`config.mk`:
```
export PLATFORM = sky130hd
export DESIGN_NAME = resync_wr_sched_flat
export DESIGN_NICKNAME = d
export VERILOG_FILES = /design/src/rtl/resync_wr_sched_if.sv /design/src/rtl/resync_wr_sched.sv /design/src/flat_wrapper.sv
export SDC_FILE = /design/constraint.sdc
export NUM_CORES = 1
export LEC_CHECK = 0
export CORE_UTILIZATION = 40
export DETAILED_ROUTE_END_ITERATION = 6
export PLACE_DENSITY = 0.7
export SYNTH_ARGS = -nofsm -noshare
export SYNTH_HDL_FRONTEND = slang
export SYNTH_SLANG_ARGS = --single-unit
```
`constraint.sdc`:
```
create_clock -name mclk -period 4.6 [get_ports mclk]
set_input_delay 0.92 -clock mclk [delete_from_list [all_inputs] [get_ports mclk]]
set_output_delay 0.92 -clock mclk [all_outputs]
set_load 0.005 [all_outputs]
```
`src/rtl/resync_wr_sched_if.sv`:
```
// Requester and FIFO write-port bundle for resync_wr_sched.
// The scheduler uses the slave view. Requesters and the FIFO use the master view.
interface resync_wr_sched_if #(
  parameter int NUM_CHN    = 4,
  parameter int CHN_BITS   = 2,
  parameter int DATA_WIDTH = 16
);
  logic [NUM_CHN-1:0]             req;
  logic [NUM_CHN*DATA_WIDTH-1:0]  din;
  logic [NUM_CHN-1:0]             ack;
  logic                           rd_token;
  logic                           fifo_srst;
  logic                           fifo_we;
  logic [CHN_BITS+DATA_WIDTH-1:0] fifo_din;

  modport master (output req, din, rd_token, input ack, fifo_srst, fifo_we, fifo_din);
  modport slave  (input req, din, rd_token, output ack, fifo_srst, fifo_we, fifo_din);
endinterface

```
`src/rtl/resync_wr_sched.sv`:
```
// Round-robin burst scheduler feeding a shared clock-crossing FIFO, tagged {chn, data}; FIFO write 1 cycle after ack.
// Backpressure: ack stalls while credits are 0; credits are returned by rd_token; init re-runs the FIFO srst sequence.
module resync_wr_sched #(
  parameter int NUM_CHN       = 4,
  parameter int CHN_BITS      = 2,
  parameter int DATA_WIDTH    = 16,
  parameter int DATA_DEPTH    = 4,
  parameter int CREDIT_MARGIN = 2,
  parameter int BURST_LEN     = 8,
  parameter int SRST_CYCLES   = 4
) (
  input  logic                  mclk,
  input  logic                  arst_n,
  input  logic                  init,
  resync_wr_sched_if.slave      bus,
  output logic [DATA_DEPTH:0]   credits,
  output logic [CHN_BITS-1:0]   active_chn,
  output logic                  busy,
  output logic                  ovf_err
);
  localparam int                  CMAX_I     = 2**DATA_DEPTH - CREDIT_MARGIN;
  localparam logic [DATA_DEPTH:0] CMAX       = CMAX_I[DATA_DEPTH:0];
  localparam logic [7:0]          SRST_LAST  = 8'(SRST_CYCLES - 1);
  localparam logic [7:0]          BURST_LAST = 8'(BURST_LEN - 1);
  localparam logic [CHN_BITS-1:0] LAST_CHN   = CHN_BITS'(NUM_CHN - 1);

  typedef enum logic [1:0] {ST_RESET, ST_IDLE, ST_BURST} state_t;

  state_t              state, state_nxt;
  logic [7:0]          rst_cnt, rst_cnt_nxt;
  logic [7:0]          burst_cnt, burst_cnt_nxt;
  logic [CHN_BITS-1:0] rr_ptr, rr_ptr_nxt, active_nxt;
  logic [CHN_BITS-1:0] pick_chn, scan_idx, next_chn;
  logic                pick_vld, ack_fire, load_cred;
  logic [DATA_WIDTH-1:0] sel_dat;

  // First requester at or above the rr pointer, wrapping around.
  always_comb begin
    pick_vld = 1'b0;
    pick_chn = '0;
    scan_idx = '0;
    for (int i = 0; i < NUM_CHN; i++) begin
      scan_idx = CHN_BITS'((int'(rr_ptr) + i) % NUM_CHN);
      if (!pick_vld && bus.req[scan_idx]) begin
        pick_vld = 1'b1;
        pick_chn = scan_idx;
      end
    end
  end

  always_comb begin
    sel_dat = '0;
    for (int i = 0; i < NUM_CHN; i++) begin
      if (active_chn == CHN_BITS'(i)) sel_dat = bus.din[i*DATA_WIDTH +: DATA_WIDTH];
    end
  end

  assign next_chn = (active_chn == LAST_CHN) ? '0 : active_chn + 1'b1;
  assign ack_fire = (state == ST_BURST) && bus.req[active_chn] && (credits != '0) && !init;
  assign bus.ack  = ack_fire ? (NUM_CHN'(1) << active_chn) : '0;

  always_comb begin
    state_nxt     = state;
    rst_cnt_nxt   = rst_cnt;
    burst_cnt_nxt = burst_cnt;
    rr_ptr_nxt    = rr_ptr;
    active_nxt    = active_chn;
    load_cred     = 1'b0;
    case (state)
      ST_RESET: begin
        rst_cnt_nxt = rst_cnt + 8'd1;
        if (rst_cnt == SRST_LAST) begin
          state_nxt   = ST_IDLE;
          rst_cnt_nxt = '0;
          load_cred   = 1'b1;
        end
      end
      ST_IDLE: begin
        if (pick_vld) begin
          state_nxt     = ST_BURST;
          active_nxt    = pick_chn;
          burst_cnt_nxt = '0;
        end
      end
      ST_BURST: begin
        if (!bus.req[active_chn] || (ack_fire && burst_cnt == BURST_LAST)) begin
          state_nxt  = ST_IDLE;
          rr_ptr_nxt = next_chn;
        end else if (ack_fire) begin
          burst_cnt_nxt = burst_cnt + 8'd1;
        end
      end
      default: state_nxt = ST_RESET;
    endcase
    // init aborts everything but leaves the fairness pointer and grant alone.
    if (init) begin
      state_nxt   = ST_RESET;
      rst_cnt_nxt = '0;
      load_cred   = 1'b0;
      rr_ptr_nxt  = rr_ptr;
      active_nxt  = active_chn;
    end
  end

  always_ff @(posedge mclk or negedge arst_n) begin
    if (!arst_n) begin
      state         <= ST_RESET;
      rst_cnt       <= '0;
      burst_cnt     <= '0;
      rr_ptr        <= '0;
      active_chn    <= '0;
      bus.fifo_srst <= 1'b1;
      busy          <= 1'b1;
    end else begin
      state         <= state_nxt;
      rst_cnt       <= rst_cnt_nxt;
      burst_cnt     <= burst_cnt_nxt;
      rr_ptr        <= rr_ptr_nxt;
      active_chn    <= active_nxt;
      bus.fifo_srst <= (state_nxt == ST_RESET);
      busy          <= (state_nxt != ST_IDLE);
    end
  end

  always_ff @(posedge mclk or negedge arst_n) begin
    if (!arst_n) begin
      bus.fifo_we  <= 1'b0;
      bus.fifo_din <= '0;
      credits      <= '0;
      ovf_err      <= 1'b0;
    end else begin
      bus.fifo_we <= ack_fire;
      if (ack_fire) bus.fifo_din <= {active_chn, sel_dat};
      if (load_cred) begin
        credits <= CMAX;
        ovf_err <= 1'b0;
      end else if (state != ST_RESET) begin
        case ({ack_fire, bus.rd_token})
          2'b10:   credits <= credits - 1'b1;
          2'b01: begin
            if (credits == CMAX) ovf_err <= 1'b1;
            else                 credits <= credits + 1'b1;
          end
          default: ;
        endcase
      end
    end
  end
endmodule

```
`src/flat_wrapper.sv`:
```
// flat-port wrapper written by rule: the top's interface ports become plain ports
module resync_wr_sched_flat 
#(
  parameter int NUM_CHN       = 4,
  parameter int CHN_BITS      = 2,
  parameter int DATA_WIDTH    = 16,
  parameter int DATA_DEPTH    = 4,
  parameter int CREDIT_MARGIN = 2,
  parameter int BURST_LEN     = 8,
  parameter int SRST_CYCLES   = 4
)
  (mclk, arst_n, init, credits, active_chn, busy, ovf_err, bus_req, bus_din, bus_rd_token, bus_ack, bus_fifo_srst, bus_fifo_we, bus_fifo_din);
  resync_wr_sched_if #(.NUM_CHN(NUM_CHN), .CHN_BITS(CHN_BITS), .DATA_WIDTH(DATA_WIDTH)) bus_i ();
  input  logic mclk;
  input  logic arst_n;
  input  logic init;
  output logic [DATA_DEPTH:0] credits;
  output logic [CHN_BITS-1:0] active_chn;
  output logic busy;
  output logic ovf_err;
  input wire logic [$bits(bus_i.req)-1:0] bus_req;
  input wire logic [$bits(bus_i.din)-1:0] bus_din;
  input wire logic [$bits(bus_i.rd_token)-1:0] bus_rd_token;
  output wire logic [$bits(bus_i.ack)-1:0] bus_ack;
  output wire logic [$bits(bus_i.fifo_srst)-1:0] bus_fifo_srst;
  output wire logic [$bits(bus_i.fifo_we)-1:0] bus_fifo_we;
  output wire logic [$bits(bus_i.fifo_din)-1:0] bus_fifo_din;
  assign bus_i.req = bus_req;
  assign bus_i.din = bus_din;
  assign bus_i.rd_token = bus_rd_token;
  assign bus_ack = bus_i.ack;
  assign bus_fifo_srst = bus_i.fifo_srst;
  assign bus_fifo_we = bus_i.fifo_we;
  assign bus_fifo_din = bus_i.fifo_din;
  resync_wr_sched #(.NUM_CHN(NUM_CHN), .CHN_BITS(CHN_BITS), .DATA_WIDTH(DATA_WIDTH), .DATA_DEPTH(DATA_DEPTH), .CREDIT_MARGIN(CREDIT_MARGIN), .BURST_LEN(BURST_LEN), .SRST_CYCLES(SRST_CYCLES)) u_core (.mclk(mclk), .arst_n(arst_n), .init(init), .bus(bus_i), .credits(credits), .active_chn(active_chn), .busy(busy), .ovf_err(ovf_err));
endmodule
```
; ---- Word-level counts from Yosys, hierarchy flattened
; Cells that the tools add are included.
[word_totals]
register_bits = 49
latch_bits = 0
mem_bits_rw = 0
romBits = 0
inputBits = 72
output_inout_bits = 33
word_cells = 117
mem_count = 0
[op_classes]
n_addsub = 8
mul = 0
div = 0
n_lt_le_gt_ge = 5
n_eq_ne = 15
shifts = 1
mux = 47
bitwise = 1
n_reduce_logical = 29
[op_table]
columns = op, n
row1 = two-way mux 16 bit, 4
row2 = two-way mux 8 bit, 6
row3 = two-way mux 2 bit, 9
row4 = "adder 8 x 1 -> 8 bit, second input constant", 2
row5 = two-way mux 1 bit, 16
row6 = one-hot mux 8 bit (2 select lines), 1
row7 = "less-than comparator 2 x 3 -> 1 bit, second input constant", 5
row8 = two-way mux 5 bit, 3
row9 = AND reduction 3 bit, 4
row10 = nonzero test 2 bit, 6
row11 = binary-select mux 1 bit (select 2 bit), 5
row12 = one-hot mux 5 bit (2 select lines), 1
row13 = "== test 2 bit, second input constant", 4
row14 = "== test 8 x 2 -> 1 bit, second input constant", 1
row15 = "== test 8 x 3 -> 1 bit, second input constant", 1
row16 = logical AND 1 bit, 7
row17 = "== test 2 x 1 -> 1 bit, second input constant", 3
row18 = logical NOT 2 bit, 3
row19 = "!= test 2 x 1 -> 1 bit, second input constant", 3
row20 = one-hot mux 2 bit (3 select lines), 1
row21 = "adder 5 x 1 -> 5 bit, second input constant", 1
row22 = "== test 5 x 4 -> 1 bit, second input constant", 1
row23 = logical NOT 1 bit, 5
row24 = nonzero test 5 bit, 1
row25 = other kinds (11), 13

; ---- Logic depth before layout (Yosys ltp)
[logic_depth]
word_depth = 16
depth_mapped = 13
depth_no_buf = 10

; ---- Least setup slack after synthesis
; OpenSTA, ideal clock, no wires.
[synth_path]
path_type = input to register
start = input port bus_req[3]
end = register u_core.credits[4]
setup_time_ns = 0.129
arrival_ns = 3.057
required_time_ns = 4.471
slack_ns = 1.414
path_stages = 12
cell_sequence = mux4_2 o211ai_2 buf_2 buf_2 ha_1 inv_1 ha_1 nand2b_1 a21oi_1 xnor2_1 o211ai_1 o31ai_1
[synth_between]
elab_chain_cells = 9
word_cells_on_any_way = 13
cone_classes = eq/ne: 3 / mux: 5 / reduce/logical: 5
[synth_lines]
columns = element, line
row1 = "start, declared", flat_wrapper.sv:21  ; input wire logic [$bits(bus_i.req)-1:0] bus_req;
row2 = binary-select mux 1 bit (select 2 bit) (*), resync_wr_sched.sv:59  ; assign ack_fire = (state == ST_BURST) && bus.req[active_chn] && (credits != '0) && !init;
row3 = two-way mux 1 bit (not written as such) (*), resync_wr_sched.sv:59
row4 = logical AND 1 bit (*) (3 in series), resync_wr_sched.sv:59
row5 = == test 2 x 1 -> 1 bit / == test 2 bit (equally long branches), resync_wr_sched.sv:138  ; case ({ack_fire, bus.rd_token})
row6 = one-hot mux 5 bit (2 select lines), resync_wr_sched.sv:138
row7 = two-way mux 5 bit, resync_wr_sched.sv:137  ; end else if (state != ST_RESET) begin
row8 = two-way mux 5 bit, resync_wr_sched.sv:134  ; if (load_cred) begin
row9 = "end signal, assigned", resync_wr_sched.sv:139  ; 2'b10: credits <= credits - 1'b1;
row10 = "end signal, assigned", resync_wr_sched.sv:142  ; else credits <= credits + 1'b1;
row11 = "end, declared", resync_wr_sched.sv:16  ; output logic [DATA_DEPTH:0] credits,
; Mark *: on every way between the ends. The rest lies on a longest branch, timed or not. The select of a mux whose other input is x is not followed.
; A chain may end at the register's enable or synchronous reset.

; ---- Final worst setup path
[layout_path]
start = input port bus_req[3]
end = output port bus_ack[2]
[layout_between]
elab_chain_cells = 6
[layout_lines]
columns = element, line
row1 = binary-select mux 1 bit (select 2 bit), resync_wr_sched.sv:59
row2 = two-way mux 1 bit (not written as such), resync_wr_sched.sv:59
row3 = logical AND 1 bit (3 in series), resync_wr_sched.sv:59
row4 = two-way mux 4 bit, resync_wr_sched.sv:60  ; assign bus.ack = ack_fire ? (NUM_CHN'(1) << active_chn) : '0;
row5 = "end, declared", flat_wrapper.sv:24  ; output wire logic [$bits(bus_i.ack)-1:0] bus_ack;
; No other way between the ends. The select of a mux whose other input is x is not followed.

==> results.txt <==
----------------------------------------------------
[Pwr]
  Leakage dissipation ... 1.72 nW
  Peak ir drop on the vdd network ... 350 µV
  Design Power ... 2.03 mW
  Total power divided by cell area ... 499 nW/µm²

[Global route]
  Global Route Usage Sum ... 22.1%
  Total global routing overflow ... 0
  Largest net degree at the start of global routing ... 50
  Wire length of the first global-routing pass ... 12800 µm
  Via count of the first global-routing pass ... 2667
  Number of antenna violations at the first check in global routing ... 0

[Floorplanning]
  Cell row count ... 30
  Initial standard-cell utilization of the core ... 41.6%
  Floorplan die area ... 7400 µm²
  Core footprint ... 6790 µm²
  Die width ... 86.0 µm
  Number of top-level pins ... 105
  Height of the chip ... 86.0 µm

[Placed design]
  Cell Count Post-Placement ... 506
  Placed Instance Area ... 3940 µm²
  Port bufs ... 104
  DP Worst Slack ... 0.789 ns
  Gp weighted congestion ... 0.820
  Half-perimeter wire length after placement ... 5960 µm

[Min path]
  Start point of the worst min-delay path ... u_core.bus.fifo_din[7]
  Worst min-delay path category ... reg -> reg
  Hold Path Cell Cnt ... 2
  Endpoint, Worst Hold ... u_core.bus.fifo_din[7]

[Logic synthesis]
  Sequential element share of the synthesized area ... 43.5%
  Yosys reg bits ... 49
  Share of Yosys cell area claimed by the top area cell type ... 41.6%
  Cells taking the most area after synthesis ... dfrtp_1 42%, nor2_1 5.3%, a221oi_1 5.0%, a21oi_1 4.4%, ha_1 4.4%
  Synth top cells by count ... 47 x dfrtp_1, 40 x nor2_1, 32 x nand2_1, 25 x a21oi_1, 20 x o21ai_0
  Net count after synthesis ... 402
  Synth Warn # ... 0
  Number of enable-type register cells in the synthesized netlist ... 0
  Top-count cell post-synth ... dfrtp_1
  Commonest register cell after synthesis ... dfrtp_1
  Unique cell type count in the Yosys netlist ... 51
  Cell Area, Synth ... 2820 µm²
  Average cell area after synthesis ... 8.85 µm²
  Cell type contributing the most total cell area after synthesis ... dfrtp_1
  Syn Inst Count ... 319
  Ys async rst share ... 100%

[Route]
  Total Wirelength ... 7960 µm
  Via density ... 5.34
  Number of design rule violations left after detail routing ... 0
  First-iteration detailed-routing DRC count ... 112
  Per-cell routed wire length ... 15.5 µm
  Number of nets with antenna violations after detailed routing ... 0
  Iteration count of the initial detailed-routing pass ... 4
  Via count ... 2743

[Timing]
  Setup Viol. Count Final ... 0
  Min Clock Period, post-route ... 3.79 ns
  Setup tns final ... 0 ns
  Worst slew pin tran ... 1.31 ns
  Worst hold slack across all endpoints ... 0.489 ns
  Unrepaired setup endpoints after global routing ... false
  Final-report hold violation count ... 0
  Max frequency ... 264 MHz
  PnR worst setup slack ... 0.805 ns
  Final worst path period share ... 82.5%
  Clock skew ... 0.0104 ns
  Max Slew Vio Count ... 0
  Worst slew margin ... 12.7%

[Clock network]
  H-tree level count ... 2
  Number of buffers inserted by hold repair at cts ... 0
  Number of gates resized after cts ... 0
  Maximum buffer depth of the clock tree ... 2
  Clock net sink count ... 49
  Clock slew at reported path FFs ... 0.08 ns
  Later-pin clock latency in the skew report ... 0.30 ns
  Clock tree from TritonCTS ... built
  Clock root buffer ... clkbuf_8
  Post-CTS setup repair buffer count ... 0
  Number of buffers created by CTS ... 5

[Final layout]
  Antenna cells ... 0
  Nets ... 500
  Final core occ ... 60.0%
  Area growth from synthesis to layout ... 44.4%
  Fin area ... 4080 µm²
  Proportion of layout cells with a drive suffix above 1 ... 7.18%
  Register cell area after layout ... 1230 µm²
  Number of standard cells in the final layout excluding fillers ... 514
  Area of combinational cells with multiple inputs ... 1470 µm²
  FILL cells ... 621

[Outcome]
  Outcome ... finished clean

[Worst setup path]
  Crit end category ... output port
  Critical register-to-register path startpoint ... u_core.credits[0]
  Worst reg2reg path endpoint ... u_core.credits[4]
  Critical path fanouts, max ... 22
  Kind of launch point of the worst setup path ... input port
  Worst reg-to-reg setup slack ... 1.64 ns
  Data arrival time of the worst path ... 2.87 ns
  Worst r2r path cells ... 11
  Required time worst endpoint ... 3.68 ns
  Critical Setup Path Class ... in -> out

[Run]
  Max-cap violation count ... 0

----------------------------------------------------
## power by group
group	total (mW)	switching (mW)	internal, mW	leakage [nW]
Clock	0.358	0.142	0.216	0.0681
Combinational	1.01	0.500	0.508	1.00
Sequential	0.668	0.117	0.551	0.651
## cells in the final DEF (no fill, tap or decap), types with 3 or more instances in the layout
cell type and count:
nand3_1 5, a221oi_1 16, o21ai_0 20, xnor2_1 3, nand2_1 32, ha_1 10, o21ai_1 5, nor3_1 19
nor2_1 40, nand2b_1 3, inv_1 10, and2_1 3, dfrtp_1 47, and3_1 4, nand4_1 6, buf_4 6
o211ai_1 4, a21oi_1 25, clkdlybuf4s50_1 103, clkbuf_8 5, xor2_1 11
## metal layers
metal | global-route usage, % | vias to the layer above | routed length [µm]
met5 | 0 | - | 0
met4 | 7.73 | 0 | 131
met3 | 4.04 | 11 | 413
met2 | 37.3 | 80 | 4030
met1 | 28.3 | 1319 | 3380
li1 | - | 1333 | -
## cell type report
class | count | share of cell area [%]
Sequential cell | 49 | 30.1
Tap cell | 96 | 2.95
Inverter | 12 | 1.10
Multi-Input combinational cell | 239 | 36.0
Clock buffer | 5 | 1.69
Timing Repair Buffer | 110 | 26.5
Clock inverter | 3 | 1.60
## cell families after synthesis
group	after synthesis	synth area share (%)
flip-flops	49	43.5
AO/OA/AOI/OAI	82	18.4
XOR/XNOR	14	4.34
adder cells (fa/ha/maj)	11	5.14
AND/OR/NAND/NOR	127	21.5
multiplexers	5	2.57
buffers and inverters	31	4.52
## worst max path at each step
stage / startpoint / endpoint / slack, ns / cells past startpoint
3_3_place_gp: bus_req[3] / bus_ack[2] / 0.84 / 6
3_5_place_dp: bus_req[3] / bus_ack[2] / 0.79 / 6
5_1_grt: bus_req[3] / bus_ack[2] / 0.72 / 6
2_1_floorplan: bus_req[3] / u_core.credits[4] / 1.41 / 12
4_1_cts: bus_req[3] / bus_ack[2] / 0.79 / 6
6_report: bus_req[3] / bus_ack[2] / 0.81 / 6
## critical path: stages
cell,delay (ns)
clkdlybuf4s50_1,0.49
mux4_2,0.56
o211ai_2,0.12
buf_4,0.29
nor2_1,0.06
clkdlybuf4s50_1,0.44
## flip-flops by register name, summed over array words and instances (netlist names)
| register | count |
|---|---|
| u_core.active_chn | 2 |
| u_core.bus.fifo_we | 1 |
| u_core.credits | 5 |
| u_core.rst_cnt | 8 |
| u_core.burst_cnt | 8 |
| u_core.bus.fifo_din | 18 |
| u_core.state | 2 |
| u_core.bus.fifo_srst | 1 |
| u_core.rr_ptr | 2 |
| u_core.ovf_err | 1 |
| u_core.busy | 1 |
Note: power is estimated with default switching activity, not from simulation.
